## config.mk

```make
export PLATFORM = sky130hd
export DESIGN_NAME = data_bus_bridge
export DESIGN_NICKNAME = d
export VERILOG_FILES = /design/src/rtl/data_bus_bridge.sv
export SDC_FILE = /design/constraint.sdc
export NUM_CORES = 1
export LEC_CHECK = 0
export BUFFER_PORTS_ARGS = -buffer_cell sky130_fd_sc_hd__buf_2
export CORE_AREA = 2 2 101 103
export DETAILED_ROUTE_END_ITERATION = 10
export DIE_AREA = 0 0 103 105
export HOLD_SLACK_MARGIN = 0.12
export PLACE_DENSITY = 0.83
export SLEW_MARGIN = 20
export SYNTH_ARGS = -nofsm -noshare
export SYNTH_HDL_FRONTEND = slang
export SYNTH_SLANG_ARGS = --single-unit
```

## constraint.sdc

```tcl
create_clock -name clk -period 5.4 [get_ports clk]
set_clock_uncertainty 0.1 [all_clocks]
set_input_delay 1.62 -clock clk [delete_from_list [all_inputs] [get_ports clk]]
set_output_delay 1.62 -clock clk [all_outputs]
set_load 0.05 [all_outputs]
```

## src/rtl/data_bus_bridge.sv

```systemverilog
// Multi-cycle bridge from the MEM-stage RAM port to a word-wide req/ack bus.
// One access in flight: the request is latched, held until ack/err/timeout, and the pipeline is stalled.
module data_bus_bridge #(
  parameter int unsigned TIMEOUT  = 16,
  parameter logic [31:0] ERR_DATA = 32'hDEAD_BEEF
) (
  input  logic        clk,
  input  logic        rst,
  input  logic        ram_ce_i,
  input  logic        ram_we_i,
  input  logic [3:0]  ram_sel_i,
  input  logic [31:0] ram_addr_i,
  input  logic [31:0] ram_data_i,
  output logic [31:0] ram_data_o,
  output logic        stall_req_o,
  output logic        err_o,
  output logic        err_sticky_o,
  output logic        bus_req_o,
  output logic        bus_we_o,
  output logic [3:0]  bus_sel_o,
  output logic [31:0] bus_addr_o,
  output logic [31:0] bus_wdata_o,
  input  logic        bus_ack_i,
  input  logic [31:0] bus_rdata_i,
  input  logic        bus_err_i
);

  typedef enum logic [1:0] {IDLE, BUSY, HOLD} state_t;

  localparam logic [7:0] CNT_LAST = 8'(TIMEOUT - 1);

  state_t      state_reg, state_next;
  logic [7:0]  cnt_reg, cnt_next;
  logic        we_reg, we_next;
  logic [3:0]  sel_reg, sel_next;
  logic [31:0] addr_reg, addr_next;
  logic [31:0] wdata_reg, wdata_next;
  logic [31:0] rdata_reg, rdata_next;
  logic        err_flag_reg, err_flag_next;
  logic        sticky_reg, sticky_next;

  logic start;
  logic addr_lsb_unused;

  // The bus is word-addressed; the byte offset is conveyed by the lane selects.
  assign addr_lsb_unused = ^ram_addr_i[1:0];
  assign start = ram_ce_i && (ram_sel_i != 4'b0000);

  always_ff @(posedge clk or negedge rst) begin
    if (!rst) begin
      state_reg    <= IDLE;
      cnt_reg      <= 8'd0;
      we_reg       <= 1'b0;
      sel_reg      <= 4'b0000;
      addr_reg     <= 32'd0;
      wdata_reg    <= 32'd0;
      rdata_reg    <= 32'd0;
      err_flag_reg <= 1'b0;
      sticky_reg   <= 1'b0;
    end else begin
      state_reg    <= state_next;
      cnt_reg      <= cnt_next;
      we_reg       <= we_next;
      sel_reg      <= sel_next;
      addr_reg     <= addr_next;
      wdata_reg    <= wdata_next;
      rdata_reg    <= rdata_next;
      err_flag_reg <= err_flag_next;
      sticky_reg   <= sticky_next;
    end
  end

  always_comb begin
    state_next    = state_reg;
    cnt_next      = cnt_reg;
    we_next       = we_reg;
    sel_next      = sel_reg;
    addr_next     = addr_reg;
    wdata_next    = wdata_reg;
    rdata_next    = rdata_reg;
    err_flag_next = err_flag_reg;
    sticky_next   = sticky_reg;
    case (state_reg)
      IDLE: begin
        if (start) begin
          we_next    = ram_we_i;
          sel_next   = ram_sel_i;
          addr_next  = {ram_addr_i[31:2], 2'b00};
          wdata_next = ram_data_i;
          cnt_next   = 8'd0;
          state_next = BUSY;
        end
      end
      BUSY: begin
        // Error beats ack, and ack beats a timeout expiring in the same cycle.
        if (bus_err_i || (!bus_ack_i && cnt_reg == CNT_LAST)) begin
          rdata_next    = ERR_DATA;
          err_flag_next = 1'b1;
          sticky_next   = 1'b1;
          state_next    = HOLD;
        end else if (bus_ack_i) begin
          rdata_next    = we_reg ? 32'd0 : bus_rdata_i;
          err_flag_next = 1'b0;
          state_next    = HOLD;
        end else if (cnt_reg != 8'hFF) begin
          cnt_next = cnt_reg + 8'd1;
        end
      end
      HOLD: begin
        state_next = IDLE;
      end
      default: begin
        state_next = IDLE;
      end
    endcase
  end

  assign bus_req_o    = (state_reg == BUSY);
  assign bus_we_o     = we_reg;
  assign bus_sel_o    = sel_reg;
  assign bus_addr_o   = addr_reg;
  assign bus_wdata_o  = wdata_reg;
  assign ram_data_o   = (state_reg == HOLD) ? rdata_reg : 32'd0;
  assign err_o        = (state_reg == HOLD) && err_flag_reg;
  assign err_sticky_o = sticky_reg;
  assign stall_req_o  = ((state_reg == IDLE) && start) || (state_reg == BUSY);

endmodule

```

# Word level (Yosys, flattened, before mapping)
# Cells that the tools add are included.
# Widths: inputs -> output; s select.
[word_totals]
register_bits = 111
mem_count = 0
ram_bits = 0
mem_bits_ro = 0
in_bits = 106
latch_bits = 0
word_cells = 50
[classes]
multipliers = 0
n_mux = 15
reduce_logical = 16
bitwise = 0
n_lt_le_gt_ge = 0
n_div = 0
n_shift = 0
addsub = 1
eq_ne = 9
[op_table]
columns = ["operator", "n"]
rows = [
  ["$mux 32", 4],
  ["$mux 8", 4],
  ["$pmux 8 s2", 1],
  ["$add 8x1->8 const B", 1],
  ["$eq 8x4->1 const B", 1],
  ["$ne 8x8->1 const B", 1],
  ["$reduce_and 2->1", 4],
  ["$mux 2", 3],
  ["$ne 2x2->1 const B", 3],
  ["$reduce_and 5->1", 1],
  ["$logic_and 1x1->1", 4],
  ["$pmux 2 s2", 1],
  ["$reduce_bool 2->1", 2],
  ["$reduce_bool 4->1", 1],
  ["$ne 3x1->1 const B", 1],
  ["$eq 2x1->1 const B", 1],
  ["$eq 2x2->1 const B", 1],
  ["$logic_not 2->1", 1],
  ["$logic_or 1x1->1", 2],
  ["$mux 1", 2],
  ["$ne 2x1->1 const B", 1],
  ["$logic_not 1->1", 1],
]

# Logic depth before layout (Yosys ltp)
# Gate-level depths: netlist (run 1).
[logic_depth]
depth_word = 5
mapped_depth = 7
ltp_nobuf = 6

# Worst setup path after synthesis (run 1)
# OpenSTA, ideal clock, no wires.
[synth_timing]
kind = "in2out"
startpoint = "in ram_sel_i[1]"
endpoint = "out stall_req_o"
slack_ns = 0.981
path_buffers = 2
cell_stages = 5
arrival_time_ns = 2.699
required_ns = 3.680
path_cell_list = "nor4_1 -> nor4b_1 -> clkbuf_1 -> buf_2 -> or2_2"
[synth_via]
elab_chain_cells = 4
[synth_rtl]
columns = ["element", "line", "source"]
rows = [
  ["from (decl)", "11", "input logic [3:0] ram_sel_i,"],
  ["$reduce_bool 4->1", "47", "assign start = ram_ce_i && (ram_sel_i != 4'b0000);"],
  ["$logic_and 1x1->1", "47", ""],
  ["$logic_and 1x1->1", "126", "assign stall_req_o = ((state_reg == IDLE) && start) || (state_reg == BUSY);"],
  ["$logic_or 1x1->1", "126", ""],
  ["to (decl)", "15", "output logic stall_req_o,"],
]
# Every way passes these cells.

# Worst setup path after layout (run 1)
# Ends and elaborated chain as after synthesis.

==> run_summary.xml, run 1 <==
<?xml version="1.0" encoding="UTF-8"?>
<metrics>
  <group name="sta">
    <metric name="max_freq" unit="MHz">224.1</metric>
    <metric name="number_of_endpoints_failing_setup_at_the_final_stage" unit="">0</metric>
    <metric name="unrepaired_setup_endpoints_after_global_routing" unit="">false</metric>
    <metric name="timing.slew.headroom" unit="">0.4236</metric>
    <metric name="layout_min_cycle_time" unit="ns">4.461</metric>
    <metric name="finalHoldViolCount" unit="">0</metric>
    <metric name="accumulated_negative_setup_slack" unit="ns">0</metric>
    <metric name="portion_of_the_clock_cycle_consumed_by_the_worst_path_in_the_final_layout" unit="">0.8262</metric>
    <metric name="timing_max_transition_violations_final" unit="">0</metric>
    <metric name="layout_setup_ws" unit="ns">0.9385</metric>
    <metric name="worst_pin_slew" unit="ns">0.8645</metric>
  </group>
  <group name="clocking">
    <metric name="h_tree_levels" unit="">3</metric>
    <metric name="ctsRootBufferMaster" unit="">sky130_fd_sc_hd__clkbuf_8</metric>
    <metric name="clkLatencyLatePin" unit="ns">0.36</metric>
    <metric name="number_of_buffers_created_by_cts" unit="">9</metric>
    <metric name="cts_tree" unit="">yes</metric>
    <metric name="cts.clk_slew.worst_paths" unit="ns">0.10</metric>
    <metric name="cts-resized-gates" unit="">0</metric>
    <metric name="ctsLongestPathBuffers" unit="">2</metric>
    <metric name="tritoncts_num_sinks" unit="">111</metric>
    <metric name="postCtsSetupBuffers" unit="">0</metric>
    <metric name="post_cts_hold_buffer_count" unit="">0</metric>
  </group>
  <group name="die">
    <metric name="die_y" unit="um">105</metric>
    <metric name="die_area" unit="um^2">10820</metric>
    <metric name="core_region_area" unit="um^2">9639</metric>
    <metric name="chipWidth" unit="um">103</metric>
    <metric name="placementRows" unit="">36</metric>
    <metric name="start_util" unit="">0.4995</metric>
    <metric name="num_io_pins" unit="">211</metric>
  </group>
  <group name="synth">
    <metric name="async_reset_ff_frac" unit="">1.000</metric>
    <metric name="post_synth_inst_count" unit="">345</metric>
    <metric name="synth_mux_area_frac" unit="">0.1567</metric>
    <metric name="yosys_most_used_dff" unit="">sky130_fd_sc_hd__dfrtp_1</metric>
    <metric name="synth.largest_area_cell" unit="">sky130_fd_sc_hd__dfrtp_1</metric>
    <metric name="netlist.area_leader.share" unit="">0.5769</metric>
    <metric name="synth_cell_type_count" unit="">45</metric>
    <metric name="synth_area_leaders" unit="">sky130_fd_sc_hd__dfrtp_1, sky130_fd_sc_hd__mux2_2, sky130_fd_sc_hd__a2bb2oi_2</metric>
    <metric name="ys.warnings.count" unit="">0</metric>
    <metric name="post_synthesis_cell_area" unit="um^2">4815</metric>
    <metric name="synth_compound_area_frac" unit="">0.1172</metric>
    <metric name="synthSimpleGateAreaFrac" unit="">0.1136</metric>
    <metric name="synth.ff_latch_count" unit="">111</metric>
    <metric name="synthesis.area_per_instance" unit="um^2">13.96</metric>
    <metric name="synthAdderAreaFrac" unit="">0.002599</metric>
    <metric name="synth_seq_area_share" unit="">0.5769</metric>
    <metric name="number_of_flops_mapped_to_enable_cells_by_yosys" unit="">0</metric>
    <metric name="synth_xor_xnor_area_share" unit="">0.001819</metric>
    <metric name="combinational_family_with_the_most_area_after_synthesis" unit="">multiplexers</metric>
  </group>
  <group name="global_routing">
    <metric name="number_of_global_route_vias_before_repair" unit="">3679</metric>
    <metric name="antenna_found_initial" unit="">0</metric>
    <metric name="grt_max_degree" unit="">85</metric>
    <metric name="globalRoute.totalOverflow" unit="">0</metric>
    <metric name="grt.total_usage" unit="">0.2055</metric>
    <metric name="global_route_wire_length_before_repair" unit="um">17510</metric>
  </group>
  <group name="flow_run">
    <metric name="maxCapViolCount" unit="">0</metric>
  </group>
  <group name="final_layout">
    <metric name="num-nets-final" unit="">653</metric>
    <metric name="area_growth_syn_to_layout" unit="%">27.81</metric>
    <metric name="antenna-diode-count" unit="">0</metric>
    <metric name="share_of_cells_above_drive_strength_1" unit="">0.5818</metric>
    <metric name="final_cell_count_no_fill" unit="">683</metric>
  </group>
  <group name="detailed_routing">
    <metric name="antenna_left" unit="">0</metric>
    <metric name="post_drt_via_cell_ratio" unit="">5.146</metric>
    <metric name="post_drt_wl_per_cell" unit="um">16.08</metric>
    <metric name="drt-total-wl" unit="um">10990</metric>
    <metric name="detail_route.first_pass.iterations" unit="">4</metric>
    <metric name="drt_iter0_drc" unit="">86</metric>
    <metric name="vias" unit="">3515</metric>
    <metric name="route.detailed.drc" unit="">0</metric>
  </group>
  <group name="power_and_ir_drop">
    <metric name="pwr-share-comb" unit="">0.477</metric>
    <metric name="power.leakage" unit="nW">2.987</metric>
    <metric name="power.share.sequential" unit="">0.366</metric>
    <metric name="power.clock.fraction" unit="">0.157</metric>
    <metric name="power_per_cell_area" unit="nW/um^2">564.5</metric>
    <metric name="p_int" unit="W">0.001896</metric>
    <metric name="totalPowerFinal" unit="W">0.003474</metric>
    <metric name="sw_frac_of_total" unit="">0.4541</metric>
    <metric name="netSwitchingPower" unit="W">0.001578</metric>
    <metric name="power.ir.vdd_worst" unit="mV">0.3568</metric>
  </group>
  <group name="worst_setup_path">
    <metric name="startpoint_type" unit="">primary input</metric>
    <metric name="cp_data_arrival_time" unit="ns">2.74</metric>
    <metric name="worstReg2RegEnd" unit="">cnt_reg[4]</metric>
    <metric name="rr_startpoint" unit="">state_reg[0]</metric>
    <metric name="timing_worst_setup_path_type" unit="">in2out</metric>
    <metric name="timing.critical_path.fanout_max" unit="">2</metric>
    <metric name="timing.reg2reg.setup_slack" unit="ns">3.05</metric>
    <metric name="critPathCaptureType" unit="">primary output</metric>
    <metric name="ff2ff_path_depth" unit="">4</metric>
    <metric name="timing.critical_path.required" unit="ns">3.68</metric>
  </group>
  <group name="placement">
    <metric name="place_worst_setup_slack" unit="ns">0.8999</metric>
    <metric name="buffer_ports.inserted" unit="">206</metric>
    <metric name="dp.final_hpwl" unit="um">8018</metric>
    <metric name="place_congestion" unit="">0.8428</metric>
    <metric name="place.detailed.instances" unit="">668</metric>
  </group>
  <group name="worst_hold_path">
    <metric name="whs_path_depth" unit="">1</metric>
    <metric name="hold_path.startpoint" unit="">err_sticky_o</metric>
    <metric name="min_to" unit="">err_sticky_o</metric>
    <metric name="hold_path_class" unit="">reg2reg</metric>
  </group>
  <group name="run_status">
    <metric name="status" unit="">finished clean</metric>
  </group>
</metrics>
==> worst max path at each step <==
stage	from	to	slack, ns	cells past startpoint
after CTS	ram_sel_i[1]	stall_req_o	0.89	5
after global routing	ram_sel_i[1]	stall_req_o	0.86	5
final	ram_sel_i[1]	stall_req_o	0.94	5
after detailed placement	ram_sel_i[1]	stall_req_o	0.90	5
after global placement	ram_sel_i[1]	stall_req_o	0.88	5
after floorplan	ram_sel_i[1]	stall_req_o	0.98	5
==> through the flow <==
| step | instance area [um^2] | hold slack (ns) | utilization |
|---|---|---|---|
| 2_1_floorplan | 4818 | 0.3408 | - |
| 3_3_place_gp | 5931 | 0.3469 | 0.6153 |
| 3_5_place_dp | 5931 | 0.3571 | 0.6153 |
| 4_1_cts | 6150 | 0.3818 | 0.6380 |
| 5_1_grt | 6153 | 0.4016 | 0.6384 |
| 6_report | 6153 | 0.3779 | 0.6384 |
==> synthesized netlist by cell type, types with 2 or more instances <==
master,n
sky130_fd_sc_hd__a22o_1,9
sky130_fd_sc_hd__a211o_1,3
sky130_fd_sc_hd__buf_4,2
sky130_fd_sc_hd__a21o_1,2
sky130_fd_sc_hd__nand3_1,3
sky130_fd_sc_hd__buf_2,9
sky130_fd_sc_hd__and2_1,33
sky130_fd_sc_hd__o22ai_1,2
sky130_fd_sc_hd__a31oi_1,2
sky130_fd_sc_hd__nand2b_1,25
sky130_fd_sc_hd__a21oi_1,2
sky130_fd_sc_hd__buf_12,2
sky130_fd_sc_hd__or2_2,3
sky130_fd_sc_hd__nand2_1,4
sky130_fd_sc_hd__mux2_2,67
sky130_fd_sc_hd__and3_1,2
sky130_fd_sc_hd__dfrtp_1,111
sky130_fd_sc_hd__nor4_1,3
sky130_fd_sc_hd__a2bb2oi_2,19
sky130_fd_sc_hd__nor4b_1,2
sky130_fd_sc_hd__o211ai_1,2
sky130_fd_sc_hd__o21a_1,2
sky130_fd_sc_hd__nor2_1,3
sky130_fd_sc_hd__a2bb2oi_1,5
sky130_fd_sc_hd__nor2b_1,2
sky130_fd_sc_hd__clkbuf_1,7
==> power groups by stage <==
stage	registers (W)	logic (W)	clock network [W]
finish	0.00127	0.00166	0.000544
global route	0.00131	0.00173	0.000591
CTS	0.00128	0.00167	0.000554
detailed placement	0.00129	0.00167	0
global placement	0.00127	0.00164	0
floorplan	0.00192	0.000644	0
==> per-layer routing <==
| layer | up-vias | part of all wire | global-route usage |
|---|---|---|---|
| met4 | 0 | 0.022 | 0.08459 |
| met2 | 169 | 0.49 | 0.3451 |
| met3 | 20 | 0.083 | 0.05485 |
| met5 | - | 0 | 0 |
| met1 | 1692 | 0.41 | 0.2466 |
| li1 | 1634 | - | - |
==> cell families after synthesis <==
group           Yosys count
flops                   111
xor+xnor                  1
fa+ha+maj                 1
simple gates             87
compound gates           53
mux                      67
other cells               1
buf+inv                  24
==> worst max-delay path: stages <==
cell and delay (ns):
sky130_fd_sc_hd__buf_2 0.10, sky130_fd_sc_hd__nor4_1 0.39, sky130_fd_sc_hd__nor4b_2 0.13, sky130_fd_sc_hd__or2_2 0.29
sky130_fd_sc_hd__buf_2 0.21
==> placed cells by master, fill, tap and decap left out, types with 3 or more instances in the layout <==
master / count
sky130_fd_sc_hd__a2bb2oi_2: 19
sky130_fd_sc_hd__dfrtp_1: 111
sky130_fd_sc_hd__and2_1: 33
sky130_fd_sc_hd__buf_2: 205
sky130_fd_sc_hd__a2bb2oi_1: 5
sky130_fd_sc_hd__mux2_2: 67
sky130_fd_sc_hd__clkbuf_8: 10
sky130_fd_sc_hd__nand2b_1: 25
sky130_fd_sc_hd__nor4_1: 3
sky130_fd_sc_hd__nand3_1: 3
sky130_fd_sc_hd__or2_2: 3
sky130_fd_sc_hd__a22o_1: 9
sky130_fd_sc_hd__nand2_1: 4
sky130_fd_sc_hd__buf_4: 4
sky130_fd_sc_hd__a211o_1: 3
sky130_fd_sc_hd__nor2_1: 3
==> final cells by class <==
type	count	area, um^2
Multi-Input combinational cell	211	1907
Tap cell	133	166.4
Sequential cell	111	2778
Inverter	3	16.27
Clock inverter	4	77.57
Timing Repair Buffer	210	1067
Fill cell	754	3486
Clock buffer	11	141.4
No activity file was read; power rests on OpenSTA's default activity.
==> run 2, diff against run 1 <==
- CORE_AREA: 2 2 101 103 -> 2 2 109 111
- DIE_AREA: 0 0 103 105 -> 0 0 111 113
- PLACE_DENSITY: 0.83 -> 0.76
- clock period: 5.4 -> 4 ns (I/O delays scaled with it)
==> run 2 against run 1 <==
Against the previous run: critical path depth stayed put; power rose by 41%; global-route usage fell by 2.2 points; sequential cell count unchanged; die area up 16%; via count rose by 0.46%; critical endpoint unchanged; hold slack worse by 0.00081 ns; combinational power rose by 37%; non-clock buffer count increased by 1; clock-buffer cell count decreased by 1; utilization fell by 8.2 points; final cell count rose by 1.8%.
==> run_summary.xml, run 2 (synthesis results as in run 1) <==
<?xml version="1.0" encoding="UTF-8"?>
<metrics>
  <group name="run_status">
    <metric name="status" unit="">finished clean</metric>
  </group>
  <group name="detailed_routing">
    <metric name="vias" unit="">3531</metric>
    <metric name="maxUsedRoutingLayer" unit="">met4</metric>
    <metric name="total_met3_wirelength_after_detailed_routing" unit="um">1021</metric>
    <metric name="wl_met2" unit="um">5567</metric>
    <metric name="antenna_left" unit="">0</metric>
    <metric name="route.detailed.drc" unit="">0</metric>
    <metric name="post_drt_via_cell_ratio" unit="">5.081</metric>
    <metric name="post_drt_wl_per_cell" unit="um">16.40</metric>
    <metric name="drt-total-wl" unit="um">11400</metric>
    <metric name="drt_iter0_drc" unit="">112</metric>
    <metric name="wl_met1" unit="um">4621</metric>
    <metric name="detail_route.first_pass.iterations" unit="">4</metric>
  </group>
  <group name="worst_hold_path">
    <metric name="hold_path.startpoint" unit="">err_sticky_o</metric>
    <metric name="hold_path_class" unit="">reg2reg</metric>
    <metric name="min_to" unit="">err_sticky_o</metric>
    <metric name="whs_path_depth" unit="">1</metric>
  </group>
  <group name="final_layout">
    <metric name="final_cell_mix" unit="">sky130_fd_sc_hd__buf_2, sky130_fd_sc_hd__dfrtp_1, sky130_fd_sc_hd__mux2_2, sky130_fd_sc_hd__and2_1, sky130_fd_sc_hd__nand2b_1</metric>
    <metric name="share_of_cells_above_drive_strength_1" unit="">0.5833</metric>
    <metric name="antenna-diode-count" unit="">0</metric>
    <metric name="post-route-cell-area" unit="um^2">6269</metric>
    <metric name="layout.core_utilization" unit="">0.5561</metric>
    <metric name="area_growth_syn_to_layout" unit="%">30.20</metric>
    <metric name="num-nets-final" unit="">654</metric>
    <metric name="layout.cells.most_common" unit="">sky130_fd_sc_hd__buf_2</metric>
  </group>
  <group name="die">
    <metric name="core_region_area" unit="um^2">11270</metric>
    <metric name="die_area" unit="um^2">12540</metric>
    <metric name="die_y" unit="um">113</metric>
    <metric name="chipWidth" unit="um">111</metric>
    <metric name="start_util" unit="">0.4271</metric>
    <metric name="num_io_pins" unit="">211</metric>
    <metric name="placementRows" unit="">39</metric>
  </group>
  <group name="global_routing">
    <metric name="antenna_found_initial" unit="">0</metric>
    <metric name="globalRoute.totalOverflow" unit="">0</metric>
    <metric name="grt.total_usage" unit="">0.1833</metric>
    <metric name="grt_max_degree" unit="">73</metric>
    <metric name="global_route_wire_length_before_repair" unit="um">18290</metric>
    <metric name="number_of_global_route_vias_before_repair" unit="">3754</metric>
  </group>
  <group name="clocking">
    <metric name="number_of_buffers_created_by_cts" unit="">9</metric>
    <metric name="ctsRootBufferMaster" unit="">sky130_fd_sc_hd__clkbuf_16</metric>
    <metric name="cts.clk_slew.worst_paths" unit="ns">0.07</metric>
    <metric name="clkLatencyLatePin" unit="ns">0.34</metric>
    <metric name="cts_tree" unit="">yes</metric>
    <metric name="tritoncts_num_sinks" unit="">111</metric>
    <metric name="postCtsSetupBuffers" unit="">0</metric>
    <metric name="post_cts_hold_buffer_count" unit="">0</metric>
    <metric name="ctsLongestPathBuffers" unit="">2</metric>
    <metric name="cts-resized-gates" unit="">0</metric>
    <metric name="h_tree_levels" unit="">3</metric>
  </group>
  <group name="placement">
    <metric name="placement.cell_area" unit="um^2">5963</metric>
    <metric name="buffer_ports.inserted" unit="">206</metric>
    <metric name="dp.final_hpwl" unit="um">8302</metric>
    <metric name="place_congestion" unit="">0.7666</metric>
  </group>
  <group name="worst_setup_path">
    <metric name="critPathCaptureType" unit="">primary output</metric>
    <metric name="ff2ff_path_depth" unit="">4</metric>
    <metric name="timing.critical_path.slowest_cell_delay" unit="ns">0.38</metric>
    <metric name="timing_worst_setup_path_type" unit="">in2out</metric>
    <metric name="rr_startpoint" unit="">state_reg[0]</metric>
    <metric name="worstReg2RegEnd" unit="">cnt_reg[4]</metric>
    <metric name="timing.critical_path.cells" unit="">buf_2 -&gt; nor4_1 -&gt; nor4b_2 -&gt; or2_2 -&gt; buf_2</metric>
    <metric name="timing.reg2reg.setup_slack" unit="ns">1.81</metric>
    <metric name="cp_slowest_cell" unit="">sky130_fd_sc_hd__nor4_1</metric>
    <metric name="timing.critical_path.required" unit="ns">2.70</metric>
    <metric name="timing.critical_path.fanout_max" unit="">2</metric>
    <metric name="startpoint_type" unit="">primary input</metric>
    <metric name="cp_data_arrival_time" unit="ns">2.28</metric>
    <metric name="critical_path.most_common_cell" unit="">sky130_fd_sc_hd__buf_2</metric>
  </group>
  <group name="power_and_ir_drop">
    <metric name="power.ir.vdd_worst" unit="mV">0.5581</metric>
    <metric name="power.leakage" unit="nW">3.035</metric>
    <metric name="power_per_cell_area" unit="nW/um^2">780.9</metric>
  </group>
  <group name="sta">
    <metric name="max_freq" unit="MHz">279.7</metric>
    <metric name="number_of_endpoints_failing_setup_at_the_final_stage" unit="">0</metric>
    <metric name="unrepaired_setup_endpoints_after_global_routing" unit="">false</metric>
    <metric name="accumulated_negative_setup_slack" unit="ns">0</metric>
    <metric name="layout_min_cycle_time" unit="ns">3.575</metric>
    <metric name="timing.slew.headroom" unit="">0.4247</metric>
    <metric name="worst_pin_slew" unit="ns">0.8630</metric>
    <metric name="timing_max_transition_violations_final" unit="">0</metric>
    <metric name="finalHoldViolCount" unit="">0</metric>
    <metric name="portion_of_the_clock_cycle_consumed_by_the_worst_path_in_the_final_layout" unit="">0.8938</metric>
  </group>
  <group name="flow_run">
    <metric name="maxCapViolCount" unit="">0</metric>
  </group>
</metrics>
## run 2: critical path, delay by kind of cell
family,cells,cell delay [ns]
and+or+nand+nor,3,0.75
buffers and inverters,2,0.32
## run 2: layout make-up
| type | instances | area (um^2) |
|---|---|---|
| fillers | 939 | 5004 |
| flip-flops and latches | 111 | 2778 |
| multi-input cells | 211 | 1907 |
| repair buffers | 211 | 1084 |
| clock buffers | 10 | 229.0 |
| well taps | 143 | 178.9 |
| clock inverters | 6 | 76.32 |
| inverters | 3 | 16.27 |
## run 2: metal layers
metal	vias to the layer above	GRT usage
li1	1637	-
met1	1724	0.2150
met2	159	0.3141
met3	11	0.06267
met4	0	0.06833
met5	-	0
## run 2: per-stage QoR
stage,hold slack [ns],total power (W),cells,setup WS [ns]
after floorplan,0.3408,0.003458,346,0.4207
after global placement,0.3526,0.003951,679,0.4768
after detailed placement,0.3701,0.004008,679,0.4375
after CTS,0.3868,0.004940,695,0.4334
after global routing,0.4077,0.005116,695,0.3432
final,0.3770,0.004895,695,0.4246
## run 2: how the worst max path moves through the flow
stage	startpoint	endpoint	slack [ns]	cells past startpoint
after detailed placement	ram_sel_i[1]	stall_req_o	0.44	5
after global routing	ram_sel_i[1]	stall_req_o	0.34	5
after floorplan	ram_sel_i[1]	stall_req_o	0.42	5
after global placement	ram_sel_i[1]	stall_req_o	0.48	5
final	ram_sel_i[1]	stall_req_o	0.42	5
after CTS	ram_sel_i[1]	stall_req_o	0.43	5
## run 2: power by group
part           leakage [nW]  total (W)  switching [W]  internal (W)
clock                 0.150   0.000923       0.000424      0.000499
sequential             1.29    0.00170       0.000206       0.00150
combinational          1.60    0.00227        0.00157      0.000701
total                  3.04    0.00489        0.00220       0.00270
